File: config.mk
export PLATFORM = sky130hd
export DESIGN_NAME = axis_rr_arbiter
export DESIGN_NICKNAME = d
export VERILOG_FILES = /design/src/rtl/axis_rr_arbiter.sv
export SDC_FILE = /design/constraint.sdc
export NUM_CORES = 1
export LEC_CHECK = 0
export CAP_MARGIN = 10
export CORE_ASPECT_RATIO = 0.9
export CORE_MARGIN = 5
export CORE_UTILIZATION = 40
export DETAILED_ROUTE_END_ITERATION = 7
export PLACE_DENSITY = 0.86
export SLEW_MARGIN = 20
export SYNTH_ARGS = -nofsm -noshare
export SYNTH_HDL_FRONTEND = slang
export SYNTH_SLANG_ARGS = --single-unit
File: constraint.sdc
create_clock -name clk -period 3.3 [get_ports clk]
set_input_delay 0.66 -clock clk [delete_from_list [all_inputs] [get_ports clk]]
set_output_delay 0.66 -clock clk [all_outputs]
set_load 0.02 [all_outputs]
File: src/rtl/axis_rr_arbiter.sv
// N-input AXI-Stream round-robin packet arbiter with packet-locked grants and a
// registered output stage that tags each beat with its source index on m_tid.
module axis_rr_arbiter #(
    parameter int N_INPUTS   = 4,
    parameter int DATA_WIDTH = 32,
    parameter int DEST_WIDTH = 4,
    parameter int SRC_WIDTH  = $clog2(N_INPUTS)
) (
    input  logic                             clk,
    input  logic                             rst_n,
    input  logic [N_INPUTS-1:0]              s_tvalid,
    output logic [N_INPUTS-1:0]              s_tready,
    input  logic [N_INPUTS*DATA_WIDTH-1:0]   s_tdata,
    input  logic [N_INPUTS-1:0]              s_tlast,
    input  logic [N_INPUTS*DEST_WIDTH-1:0]   s_tdest,
    output logic                             m_tvalid,
    input  logic                             m_tready,
    output logic [DATA_WIDTH-1:0]            m_tdata,
    output logic                             m_tlast,
    output logic [DEST_WIDTH-1:0]            m_tdest,
    output logic [SRC_WIDTH-1:0]             m_tid
);

    typedef enum logic {IDLE, LOCKED} state_t;

    state_t                 state;
    logic [SRC_WIDTH-1:0]   grant;
    logic [SRC_WIDTH-1:0]   rr_ptr;

    logic                   out_ready;
    logic                   accept;
    logic                   sel_valid;
    logic                   sel_last;
    logic [DATA_WIDTH-1:0]  sel_data;
    logic [DEST_WIDTH-1:0]  sel_dest;

    // First requester at or after ptr, searching upward with wrap-around.
    function automatic logic [SRC_WIDTH-1:0] rr_pick(
        input logic [N_INPUTS-1:0]  req,
        input logic [SRC_WIDTH-1:0] ptr
    );
        logic [SRC_WIDTH-1:0] pick;
        logic [SRC_WIDTH-1:0] idx;
        logic                 found;
        pick  = '0;
        found = 1'b0;
        for (int k = 0; k < N_INPUTS; k++) begin
            idx = SRC_WIDTH'((int'(ptr) + k) % N_INPUTS);
            if (!found && req[idx]) begin
                pick  = idx;
                found = 1'b1;
            end
        end
        return pick;
    endfunction

    function automatic logic [SRC_WIDTH-1:0] next_ptr(input logic [SRC_WIDTH-1:0] g);
        return (g == SRC_WIDTH'(N_INPUTS - 1)) ? '0 : g + 1'b1;
    endfunction

    assign out_ready = !m_tvalid || m_tready;
    assign accept    = (state == LOCKED) && sel_valid && out_ready;

    always_comb begin
        sel_valid = 1'b0;
        sel_last  = 1'b0;
        sel_data  = '0;
        sel_dest  = '0;
        s_tready  = '0;
        for (int i = 0; i < N_INPUTS; i++) begin
            if (grant == SRC_WIDTH'(i)) begin
                sel_valid   = s_tvalid[i];
                sel_last    = s_tlast[i];
                sel_data    = s_tdata[i*DATA_WIDTH +: DATA_WIDTH];
                sel_dest    = s_tdest[i*DEST_WIDTH +: DEST_WIDTH];
                s_tready[i] = (state == LOCKED) && out_ready;
            end
        end
    end

    // Arbitration FSM and output register; a load always wins over a drain.
    always_ff @(posedge clk or negedge rst_n) begin
        if (!rst_n) begin
            state    <= IDLE;
            grant    <= '0;
            rr_ptr   <= '0;
            m_tvalid <= 1'b0;
            m_tdata  <= '0;
            m_tlast  <= 1'b0;
            m_tdest  <= '0;
            m_tid    <= '0;
        end else begin
            if (accept) begin
                m_tvalid <= 1'b1;
                m_tdata  <= sel_data;
                m_tlast  <= sel_last;
                m_tdest  <= sel_dest;
                m_tid    <= grant;
            end else if (m_tready) begin
                m_tvalid <= 1'b0;
            end

            case (state)
                IDLE: begin
                    if (|s_tvalid) begin
                        grant <= rr_pick(s_tvalid, rr_ptr);
                        state <= LOCKED;
                    end
                end
                LOCKED: begin
                    if (accept && sel_last) begin
                        state  <= IDLE;
                        rr_ptr <= next_ptr(grant);
                    end
                end
                default: state <= IDLE;
            endcase
        end
    end

endmodule
After elaboration in Yosys (flattened, before gate mapping)
Index checks and enable logic that the tools add are counted.
- reductions and logical operators: 17
- magnitude comparators: 4
- bitwise gates (word level): 1
- eq/ne operators: 3
- mux-type cells: 47
- add/subtract/negate cells: 4
- operators with widths (cell ; count):
    $mux W32 ; 4
    $mux W1 ; 29
    $mux W4 ; 4
    $lt A2 B3 Y1 const B ; 4
    $mux W2 ; 5
    $bmux W1 S2 ; 4
    $logic_and A1 B1 Y1 ; 7
    $add A2 B1 Y2 const B ; 2
    $add A2 B2 Y2 const B ; 2
    $eq A2 B2 Y1 const B ; 2
    $logic_not A1 Y1 ; 4
    $reduce_and A2 Y1 ; 2
    $reduce_or A4 Y1 ; 1
    $eq A2 B1 Y1 const B ; 1
    $logic_not A2 Y1 ; 1
    $pmux W1 S2 ; 1
    $reduce_bool A2 Y1 ; 1
    $logic_or A1 B1 Y1 ; 1
    $not A1 Y1 ; 1
- output and inout bits: 44
- flip-flop bits (word level): 45
- input port bits: 155
- logic and storage cells: 84

Depth between registers and ports, before layout
Gate-level depths: netlist (run 1).
- word-level depth: 18
- mapped depth: 8
- depth with buffers taken out: 6

Worst setup path after synthesis (run 1)
No wires, ideal clock.
- path kind: flip-flop to output port
- start: register grant[0]
- end: output port s_tready[0]
- setup slack: 1216 ps
- data arrival time: 1424 ps
- stages on the path, launching flop included: 6
- path buffers: 2
- required time: 2640 ps
- cell sequence: dfrtp_1 > inv_1 > ha_1 > buf_2 > buf_1 > and3_1
- longest elaborated chain between the ends: 2
- RTL lines (item ; line ; text):
    start, declared ; 27 ; logic [SRC_WIDTH-1:0] grant;
    start signal, assigned ; 106 ; grant <= rr_pick(s_tvalid, rr_ptr);
    $logic_not A2 Y1 ; 71 ; if (grant == SRC_WIDTH'(i)) begin
    $mux W1 ; 71 ;
    end, declared ; 12 ; output logic [N_INPUTS-1:0] s_tready,
Every way passes these cells.

Worst setup path after layout (run 1)
- start: input port m_tready
- end: output port s_tready[2]
- longest elaborated chain between the ends: 3
- RTL lines (item ; line ; text):
    start, declared ; 17 ; input logic m_tready,
    $logic_or A1 B1 Y1 ; 61 ; assign out_ready = !m_tvalid || m_tready;
    $logic_and A1 B1 Y1 ; 76 ; s_tready[i] = (state == LOCKED) && out_ready;
    $mux W1 ; 71 ;
Every way passes these cells.

==> results.md, run 1 <==
* Status: finished, final reports clean
* Clock Latency Late Sink at a little under 0.3 ns
* Commonest non-fill, non-tap cell in the layout: clkdlybuf4s50_1
* Mapped Area at between 3000 and 4000 um2
* Initial antenna violation count at 0
* Detail Placement HPWL at about 8600 um
* Site Rows at 30
* Setup ws final at ~0.46 ns
* TritonCTS clock tree: yes
* Die ar. at around 9900 um2
* Required @ worst endpoint at approximately 2.6 ns
* Hold buffer count at CTS at 0
* Starting Density at roughly two fifths
* CTS Buf Count at 5
* Most frequent cells in the layout: clkdlybuf4s50_1 (197), a21oi_1 (75), dfrtp_1 (45)
* YS warnings at 0
* Hold WS at around 0.35 ns
* Post_cts resized at 0
* Area grow syn2layout at 66.1%
* Number of synthesized register bits at 45
* Setup violations, final at 0
* Overflow left after global routing at 0
* RR Startpoint: grant[1]
* Area contributors post-synth: dfrtp_1 (35%), mux2_2 (13%), a21oi_1 (12%)
* Ant diodes at 0
* Tmin final at 2.84 ns
* Post-route setup TNS at 0 ns
* Most common cell on crit path: clkdlybuf4s50_1
* Clk root buf: clkbuf_8
* DR pass1 iterations at 4
* H-tree levels at 2
* Synth top area share at a little over a third
* Worst Skew at about 0.0074 ns
* # Post-CTS Setup Buffers at 0
* Worst EP arrival at 2.18 ns
* Fmax at approximately 0.35 GHz
* Cells after DPL at about 650
* Tot GR Track Use at between 20% and 30%
* MaxCap Viol Count at 0
* Number of global-route vias before repair at 3,668
* Critical path endpoint category: output port
* Via Count at 3,477
* Layout net count at roughly 700
* Die span in x at around 100 um
* Count of distinct cell types in the synthesized netlist at 31
* Worst slack, placed at roughly 0.47 ns
* 1st-iter DRT viols at between 100 and 150
* Period utilisation layout at roughly 86%
* Max-slew violations at 0
* Worst r2r path cells at 6
* Max_slew headroom at about three fifths
* Mapped Cells at between 300 and 400
* Cells along the critical path: clkdlybuf4s50_1, nand2b_1, and3_1, clkdlybuf4s50_1
* Clk buf depth at 2
* Worst Tran Pin Value at between 0.5 and 0.6 ns
* Final cell count without fillers at 655
* ANT nets after route at 0
* RSZ-0062 raised after global routing: no
* PwrDens at 900 nW/um2
* Final Hold Fails at 0
* Core Box Area at roughly 7700 um2
* Via/cell ratio at about 5.3
* IO Port Bufs at slightly below 200
* First-pass GRT wire length at 18,100 um
* Mapped Nets at between 500 and 600
* Die Y at between 90 and 100 um
* Number of I/O pins at approximately 200
* Leakage power at 0.00229 uW
* CP max stage cell: clkdlybuf4s50_1
* Avg WL per Cell at about 17 um
* Worst hold path class: in2async
* Max stage delay on crit path at ~0.63 ns
* Crit-path max FO at 5
* FF-to-FF setup slack at about 0.66 ns
* Clock sink count at 45
* Worst setup path endpoint: s_tready[2]
* Clk slew on worst S/H paths at approximately 0.08 ns
* Crit path kind: in2out
* Worst vdd ir at about 0.46 mV
* Yosys top cell by area: dfrtp_1
* Total Wirelength at between 10,000 and 15,000 um
* # DRC at 0
* Syn Area/Cell at between 8 and 9 um2
* Gpl congestion at slightly above 0.8
* Seq/Total Area, Yosys at between 30% and 40%
* Share of post-route cells with drive strength above 1 at around 10%
* Start point of the critical path: m_tready
* CP Launch Type: input pin
* RR Endpoint: m_tdata[27]
* Largest net degree at the start of global routing at 46
cells by family (layout without fill, tap and decap cells):
logic type	count (synthesis)	after routing	share of synthesized area, %
mux	41	41	14.4
simple gates	56	56	8.05
fa+ha+maj	4	4	1.57
compound gates	159	159	30.7
buf+inv	73	254	9.97
flops	45	45	35.3
layout make-up:
class,count,area [um2]
clock inverters,2,35.0
inverters,41,154
fillers,613,2360
clock buffers,5,68.8
well taps,96,120
repair buffers,206,2040
flip-flops and latches,45,1130
multi-input cells,260,1750
state kept, by name, summed over array words and instances (netlist names):
name and cells:
m_tdata 32, m_tlast 1, rr_ptr 2, grant 2, m_tvalid 1, m_tdest 4, m_tid 2, state 1
report_power, final:
part	internal [uW]	switching [uW]	total [uW]
registers	836	164	1000
logic	1690	1680	3360
clock network	220	181	402
Yosys cell counts (all sizes together):
library cell and instances:
mux2i 2, a32o 1, inv 41, or2 1, nor2b 3, clkbuf 8, or4 1, nand2b 2
o211ai 2, o221ai 2, nand2 39, buf 24, o211a 1, nor3b 1, o21a 1, a22o 36
o21ai 38, nor4b 1, nor2 1, mux2 39, and2 2, a21oi 75, a221oi 1, ha 4
a21o 2, nand3b 1, and3 4, dfrtp 45
worst max-delay path: cells and delay by family:
| kind | cells | cell delay (ns) |
|---|---|---|
| simple gates | 2 | 0.40 |
| buf+inv | 2 | 1.11 |
routing by layer:
layer	vias up	track usage (%)	share of wire (%)
met3	12	7.72	8.8
met1	1604	25.3	40
met2	164	40.9	50
met4	0	4.42	1.1
li1	1697	-	-
met5	-	0	0
through the flow:
stage / power [uW] / util (%) / area, um2
after floorplan: 3270 / - / 3190
after global placement: 4280 / 67.8 / 5190
after detailed placement: 4390 / 67.8 / 5190
after CTS: 4800 / 69.1 / 5290
after global routing: 5150 / 69.2 / 5300
final: 4760 / 69.2 / 5300
how the worst min path moves through the flow:
| stage | from | endpoint | slack (ns) | cells past startpoint |
|---|---|---|---|---|
| after floorplan | rst_n | grant[0] | 0.36 | 0 |
| after global placement | m_tdata[6] | m_tdata[6] | 0.47 | 1 |
| after detailed placement | m_tdata[19] | m_tdata[19] | 0.48 | 1 |
| after CTS | m_tdata[19] | m_tdata[19] | 0.50 | 1 |
| after global routing | rst_n | m_tdata[22] | 0.39 | 1 |
| final | rst_n | m_tdata[22] | 0.35 | 1 |
Note: power is estimated with default switching activity, not from simulation.
==> inputs of run 2 (changes only) <==
--- a/config.mk
+++ b/config.mk
@@ -7,2 +7,3 @@
 export LEC_CHECK = 0
+export ABC_AREA = 0
 export CAP_MARGIN = 10
--- a/constraint.sdc
+++ b/constraint.sdc
@@ -3,2 +3,2 @@
 set_output_delay 0.66 -clock clk [all_outputs]
-set_load 0.02 [all_outputs]
+set_load 0.01 [all_outputs]
==> run 2 against run 1 <==
Global-route usage is 0.068 points higher. Largest cell class unchanged. Wire length up 0.39%. Critical endpoint is now s_tready[1]. Via count grew 2.1%. Register-to-register slack got worse by 0.07 ns.
==> results.md, run 2 (same netlist as run 1, synthesis figures left out) <==
* Clock sink count at 45 (unchanged)
* Biggest register: m_tdata (unchanged)
* CP Launch Type: flip-flop (was input pin)
* Clk buf depth at 2 (unchanged)
* MaxCap Viol Count at 0 (unchanged)
* Starting Density at 41.6% (unchanged)
* FF+latch area at 1130 um2 (unchanged)
* Total Wirelength at 11,200 um (about the same)
* RSZ-0062 raised after global routing: no (unchanged)
* Commonest non-fill, non-tap cell in the layout: clkdlybuf4s50_1 (unchanged)
* 1st-iter DRT viols at 139 (was 125)
* Worst vdd ir at 0.455 mV (was 0.460 mV)
* CTS Buf Count at 5 (unchanged)
* Detail Placement HPWL at 8700 um (was 8580 um)
* Number of I/O pins at 199 (unchanged)
* Most frequent cells in the layout: clkdlybuf4s50_1 (197), a21oi_1 (75), dfrtp_1 (45) (unchanged)
* Switching power at 1830 uW (was 2020 uW)
* Site Rows at 30 (unchanged)
* Layout net count at 718 (unchanged)
* Setup ws final at 0.240 ns (was 0.465 ns)
* DR pass1 iterations at 5 (was 4)
* Die ar. at 9860 um2 (unchanged)
* Post_cts resized at 0 (unchanged)
* Initial antenna violation count at 0 (unchanged)
* IO Port Bufs at 198 (unchanged)
* Core Box Area at 7660 um2 (unchanged)
* Sequential share of power at 22.3% (was 21.0%)
* Status: finished, final reports clean (unchanged)
* Max-slew violations at 0 (unchanged)
* # DRC at 0 (unchanged)
* Worst Skew at 0.00433 ns (was 0.00742 ns)
* Switching share of total power at 40.6% (was 42.4%)
* Die span in x at 104 um (unchanged)
* Via/cell ratio at 5.41 (was 5.31)
* Number of global-route vias before repair at 3,658 (was 3,668)
* First-pass GRT wire length at 18,000 um (was 18,100 um)
* Largest net degree at the start of global routing at 46 (unchanged)
* Critical path endpoint category: output port (unchanged)
* Die Y at 94.7 um (unchanged)
* Clock Latency Late Sink at 0.28 ns (was 0.29 ns)
* Via Count at 3,551 (was 3,477)
* H-tree levels at 2 (unchanged)
* Max FFs per register at 32 (unchanged)
* Worst EP arrival at 2.40 ns (was 2.18 ns)
* Area of the multi-input gates at 1750 um2 (unchanged)
* Worst slack, placed at 0.453 ns (was 0.470 ns)
* Combinational fraction of design power at 70.6% (about the same)
* Gpl congestion at 0.834 (was 0.831)
* Required @ worst endpoint at 2.64 ns (about the same)
* Crit-path max FO at 28 (was 5)
* # Post-CTS Setup Buffers at 0 (unchanged)
* PwrDens at 853 nW/um2 (was 900 nW/um2)
* Leakage power at 0.00228 uW (was 0.00229 uW)
* Final Hold Fails at 0 (unchanged)
* Ant diodes at 0 (unchanged)
* Area grow syn2layout at 65.4% (was 66.1%)
* Tmin final at 3.06 ns (was 2.84 ns)
* Overflow left after global routing at 0 (unchanged)
* Avg WL per Cell at 17.1 um (about the same)
* Period utilisation layout at 92.7% (was 85.9%)
* Share of post-route cells with drive strength above 1 at 10.4% (about the same)
* Fmax at 0.327 GHz (was 0.353 GHz)
* Setup violations, final at 0 (unchanged)
* Fill cell count at 629 (was 613)
* Worst Tran Pin Value at 0.563 ns (was 0.582 ns)
* Power Internal at 2670 uW (was 2740 uW)
* Crit path kind: reg2out (was in2out)
* Tot GR Track Use at 22.3% (about the same)
* ANT nets after route at 0 (unchanged)
* Largest registers: m_tdata (32), m_tdest (4) (unchanged)
* Clk slew on worst S/H paths at 0.08 ns (about the same)
* TritonCTS clock tree: yes (unchanged)
* Worst hold path class: in2async (unchanged)
* Clock power share at 7.1% (was 8.4%)
* Max_slew headroom at 62.4% (was 61.2%)
* Hold buffer count at CTS at 0 (unchanged)
* Post-route setup TNS at 0 ns (unchanged)
* Clk root buf: clkbuf_8 (unchanged)
[run 2: cell count changes in the layout (fill, tap and decap cells not counted)]
cell | previous run | this run
clkinv_2 | 1 | 2
clkbuf_1 | 0 | 1
bufinv_16 | 1 | 0
[run 2: worst paths after layout]
kind | from | depth (start not counted) | end | slack [ns]
worst max register to register | grant[1] | 6 | m_tdata[5] | 0.59
max in group asynchronous | rst_n | 1 | m_tdata[7] | 2.55
worst min register to register | m_tdata[19] | 1 | m_tdata[19] | 0.49
worst max-delay path | grant[1] | 5 | s_tready[1] | 0.24
min in group clk | m_tdata[19] | 1 | m_tdata[19] | 0.49
worst min-delay path | rst_n | 1 | m_tdata[21] | 0.36
[run 2: stage by stage]
| stage | hold WS [ns] | power (uW) | utilization [%] | cell area [um2] | cells |
|---|---|---|---|---|---|
| 2_1_floorplan | 0.364 | 3070 | - | 3190 | 378 |
| 3_3_place_gp | 0.468 | 4080 | 67.8 | 5190 | 648 |
| 3_5_place_dp | 0.477 | 4210 | 67.8 | 5190 | 648 |
| 4_1_cts | 0.496 | 4550 | 68.8 | 5270 | 656 |
| 5_1_grt | 0.387 | 4890 | 68.9 | 5270 | 656 |
| 6_report | 0.356 | 4500 | 68.9 | 5270 | 656 |
[run 2: worst max-delay path, cell delays in order (launching register included)]
cell,delay [ns]
dfrtp_1,0.42
inv_1,0.12
ha_2,0.50
buf_4,0.35
and3_1,0.19
clkdlybuf4s50_1,0.54
[run 2: final cells by class]
class,instances,area share (%)
clock buffers,6,1.38
clock inverters,2,0.190
inverters,41,2.92
multi-input cells,260,33.2
flip-flops and latches,45,21.4
well taps,96,2.28
repair buffers,206,38.7
[run 2: metal layers]
metal  part of all wire, %  wire length [um]  track usage (%)
met2                    50              5580             38.9
met5                     0                 0                0
met4                   1.7               186             5.83
met3                   8.6               967             7.86
met1                    40              4480             26.5
[run 2: power groups by stage]
stage                     Sequential, uW  Combinational (uW)  Clock (uW)
after CTS                           1010                3210         336
after floorplan                     1090                1980           0
final                               1000                3180         320
after global placement               998                3080           0
after detailed placement            1020                3200           0
after global routing                1040                3490         364
==> inputs of run 3 (changes only) <==
Settings changed: GPL_TIMING_DRIVEN set to 0.
==> run 3 against run 2 <==
Sequential cell count did not move. Combinational power rose by 6%. Global-route usage rose by 2.1 points. Design area rose by 2.2%. Clock power rose by 10%. Sequential power barely moved. Sequential share of layout area fell by 0.45 points. Critical endpoint is now s_tready[3]. Fmax fell by 2.4%. Largest cell class unchanged. Utilization rose by 1.5 points. Via count rose by 4.3%. First-iteration DRC count rose by 8.6%. Critical path depth did not move.
==> results.md, run 3 (same netlist as run 1, synthesis figures left out) <==
* Design area at 5390 um2 (was 5270 um2)
* Area of the multi-input gates at 1740 um2 (was 1750 um2)
* Detail Placement HPWL at 9810 um (was 8700 um)
* Share of post-route cells with drive strength above 1 at 10.6% (was 10.4%)
* Worst hold path class: in2async (unchanged)
* Max-slew violations at 0 (unchanged)
* Layout net count at 742 (was 718)
* Starting Density at 41.6% (unchanged)
* Max FFs per register at 32 (unchanged)
* DR pass1 iterations at 4 (was 5)
* Clk buf depth at 2 (unchanged)
* PwrDens at 871 nW/um2 (was 853 nW/um2)
* Hold buffer count at CTS at 0 (unchanged)
* # DRC at 0 (unchanged)
* Biggest register: m_tdata (unchanged)
* Cells along the critical path: ha_1, buf_2, buf_1, and3_1, clkdlybuf4s50_1 (was inv_1, ha_2, buf_4, and3_1, clkdlybuf4s50_1)
* Most frequent cells in the layout: clkdlybuf4s50_1 (197), a21oi_1 (75), dfrtp_1 (45) (unchanged)
* Clock sink count at 45 (unchanged)
* Clk slew on worst S/H paths at 0.08 ns (about the same)
* Status: finished, final reports clean (unchanged)
* Clk root buf: clkbuf_8 (unchanged)
* Largest registers: m_tdata (32), m_tdest (4) (unchanged)
* Worst Skew at 0.00637 ns (was 0.00433 ns)
* CP Launch Type: flip-flop (unchanged)
* Die ar. at 9860 um2 (unchanged)
* Leakage power at 0.00235 uW (was 0.00228 uW)
* Max_slew headroom at 60.8% (was 62.4%)
* Final Hold Fails at 0 (unchanged)
* Max stage delay on crit path at 0.53 ns (was 0.54 ns)
* TritonCTS clock tree: yes (unchanged)
* Required @ worst endpoint at 2.64 ns (about the same)
* CTS Buf Count at 5 (unchanged)
* Placement Cell Area at 5310 um2 (was 5190 um2)
* Setup violations, final at 0 (unchanged)
* MaxCap Viol Count at 0 (unchanged)
* Core Box Area at 7660 um2 (unchanged)
* Die Y at 94.7 um (unchanged)
* Post-route setup TNS at 0 ns (unchanged)
* IO Port Bufs at 198 (unchanged)
* Clock Latency Late Sink at 0.30 ns (was 0.28 ns)
* Worst EP arrival at 2.48 ns (was 2.40 ns)
* Number of I/O pins at 199 (unchanged)
* Hold WS at 0.328 ns (was 0.356 ns)
* Pwr Total at 4690 uW (was 4500 uW)
* Area grow syn2layout at 69.0% (was 65.4%)
* H-tree levels at 2 (unchanged)
* # Post-CTS Setup Buffers at 0 (unchanged)
* Worst vdd ir at 0.362 mV (was 0.455 mV)
* Initial antenna violation count at 0 (unchanged)
* Number of global-route vias before repair at 3,761 (was 3,658)
* Via Count at 3,705 (was 3,551)
* Ant diodes at 0 (unchanged)
* Tmin final at 3.14 ns (was 3.06 ns)
* Period utilisation layout at 95.0% (was 92.7%)
* Crit-path max FO at 10 (was 28)
* Layout Utilization at 70.4% (was 68.9%)
* Fmax at 0.319 GHz (was 0.327 GHz)
* Crit path kind: reg2out (unchanged)
* ANT nets after route at 0 (unchanged)
* Site Rows at 30 (unchanged)
* Overflow left after global routing at 0 (unchanged)
* Die span in x at 104 um (unchanged)
* Via/cell ratio at 5.46 (was 5.41)
* Tot GR Track Use at 24.4% (was 22.3%)
* Total Wirelength at 12,400 um (was 11,200 um)
* Gpl congestion at 0.848 (was 0.834)
* FF+latch area at 1130 um2 (unchanged)
* Largest net degree at the start of global routing at 25 (was 46)
* Avg WL per Cell at 18.2 um (was 17.1 um)
* Critical path endpoint category: output port (unchanged)
* Commonest non-fill, non-tap cell in the layout: clkdlybuf4s50_1 (unchanged)
* Worst Tran Pin Value at 0.588 ns (was 0.563 ns)
* Fill cell count at 614 (was 629)
* WP buf/inv at 3 (unchanged)
* CP max stage cell: clkdlybuf4s50_1 (unchanged)
* RSZ-0062 raised after global routing: no (unchanged)
* Cell family with most CP delay: buffers and inverters (unchanged)
* First-pass GRT wire length at 19,400 um (was 18,000 um)
* 1st-iter DRT viols at 151 (was 139)
-- run 3: worst paths after layout --
path,from,endpoint,slack (ns),cells after the start
worst max-delay path,grant[0],s_tready[3],0.16,5
min in group clk,m_tdest[2],m_tdest[2],0.49,1
max in group asynchronous,rst_n,m_tdata[7],2.44,2
worst max register to register,grant[0],m_tdata[16],1.06,8
worst min-delay path,rst_n,m_tdata[20],0.33,1
worst min register to register,m_tdest[2],m_tdest[2],0.49,1
-- run 3: power breakdown --
| part | total, uW | leakage, uW | internal, uW | switching [uW] |
|---|---|---|---|---|
| Clock | 352 | 0.0000443 | 167 | 185 |
| Combinational | 3360 | 0.00175 | 1760 | 1590 |
| Sequential | 984 | 0.000554 | 836 | 148 |
-- run 3: metrics by stage --
step / worst slack (ns) / instances
2_1_floorplan: 1.28 / 378
3_3_place_gp: 0.265 / 672
3_5_place_dp: 0.437 / 673
4_1_cts: 0.111 / 680
5_1_grt: 0.0151 / 679
6_report: 0.164 / 679
-- run 3: repair_timing --
| action | 4_1_cts | 5_1_grt |
|---|---|---|
| resized for setup | 0 | 0 |
| endpoints found under the hold margin | 0 | 0 |
| setup endpoints to repair | 0 | 1 |
-- run 3: area by class of cell --
| class | count | area share, % |
|---|---|---|
| inverter | 41 | 2.86 |
| buffer | 31 | 2.97 |
| clock buffer | 7 | 1.60 |
| sequential | 45 | 20.9 |
| tap | 96 | 2.23 |
| timing repair buffer | 199 | 37.1 |
| multi-input combinational | 260 | 32.4 |
-- run 3: routing by layer --
layer	track usage, %	vias up	wire [um]
met4	5.29	0	121
li1	-	1738	-
met2	44.1	170	6160
met3	7.25	10	1110
met5	0	-	0
met1	28.9	1787	4990
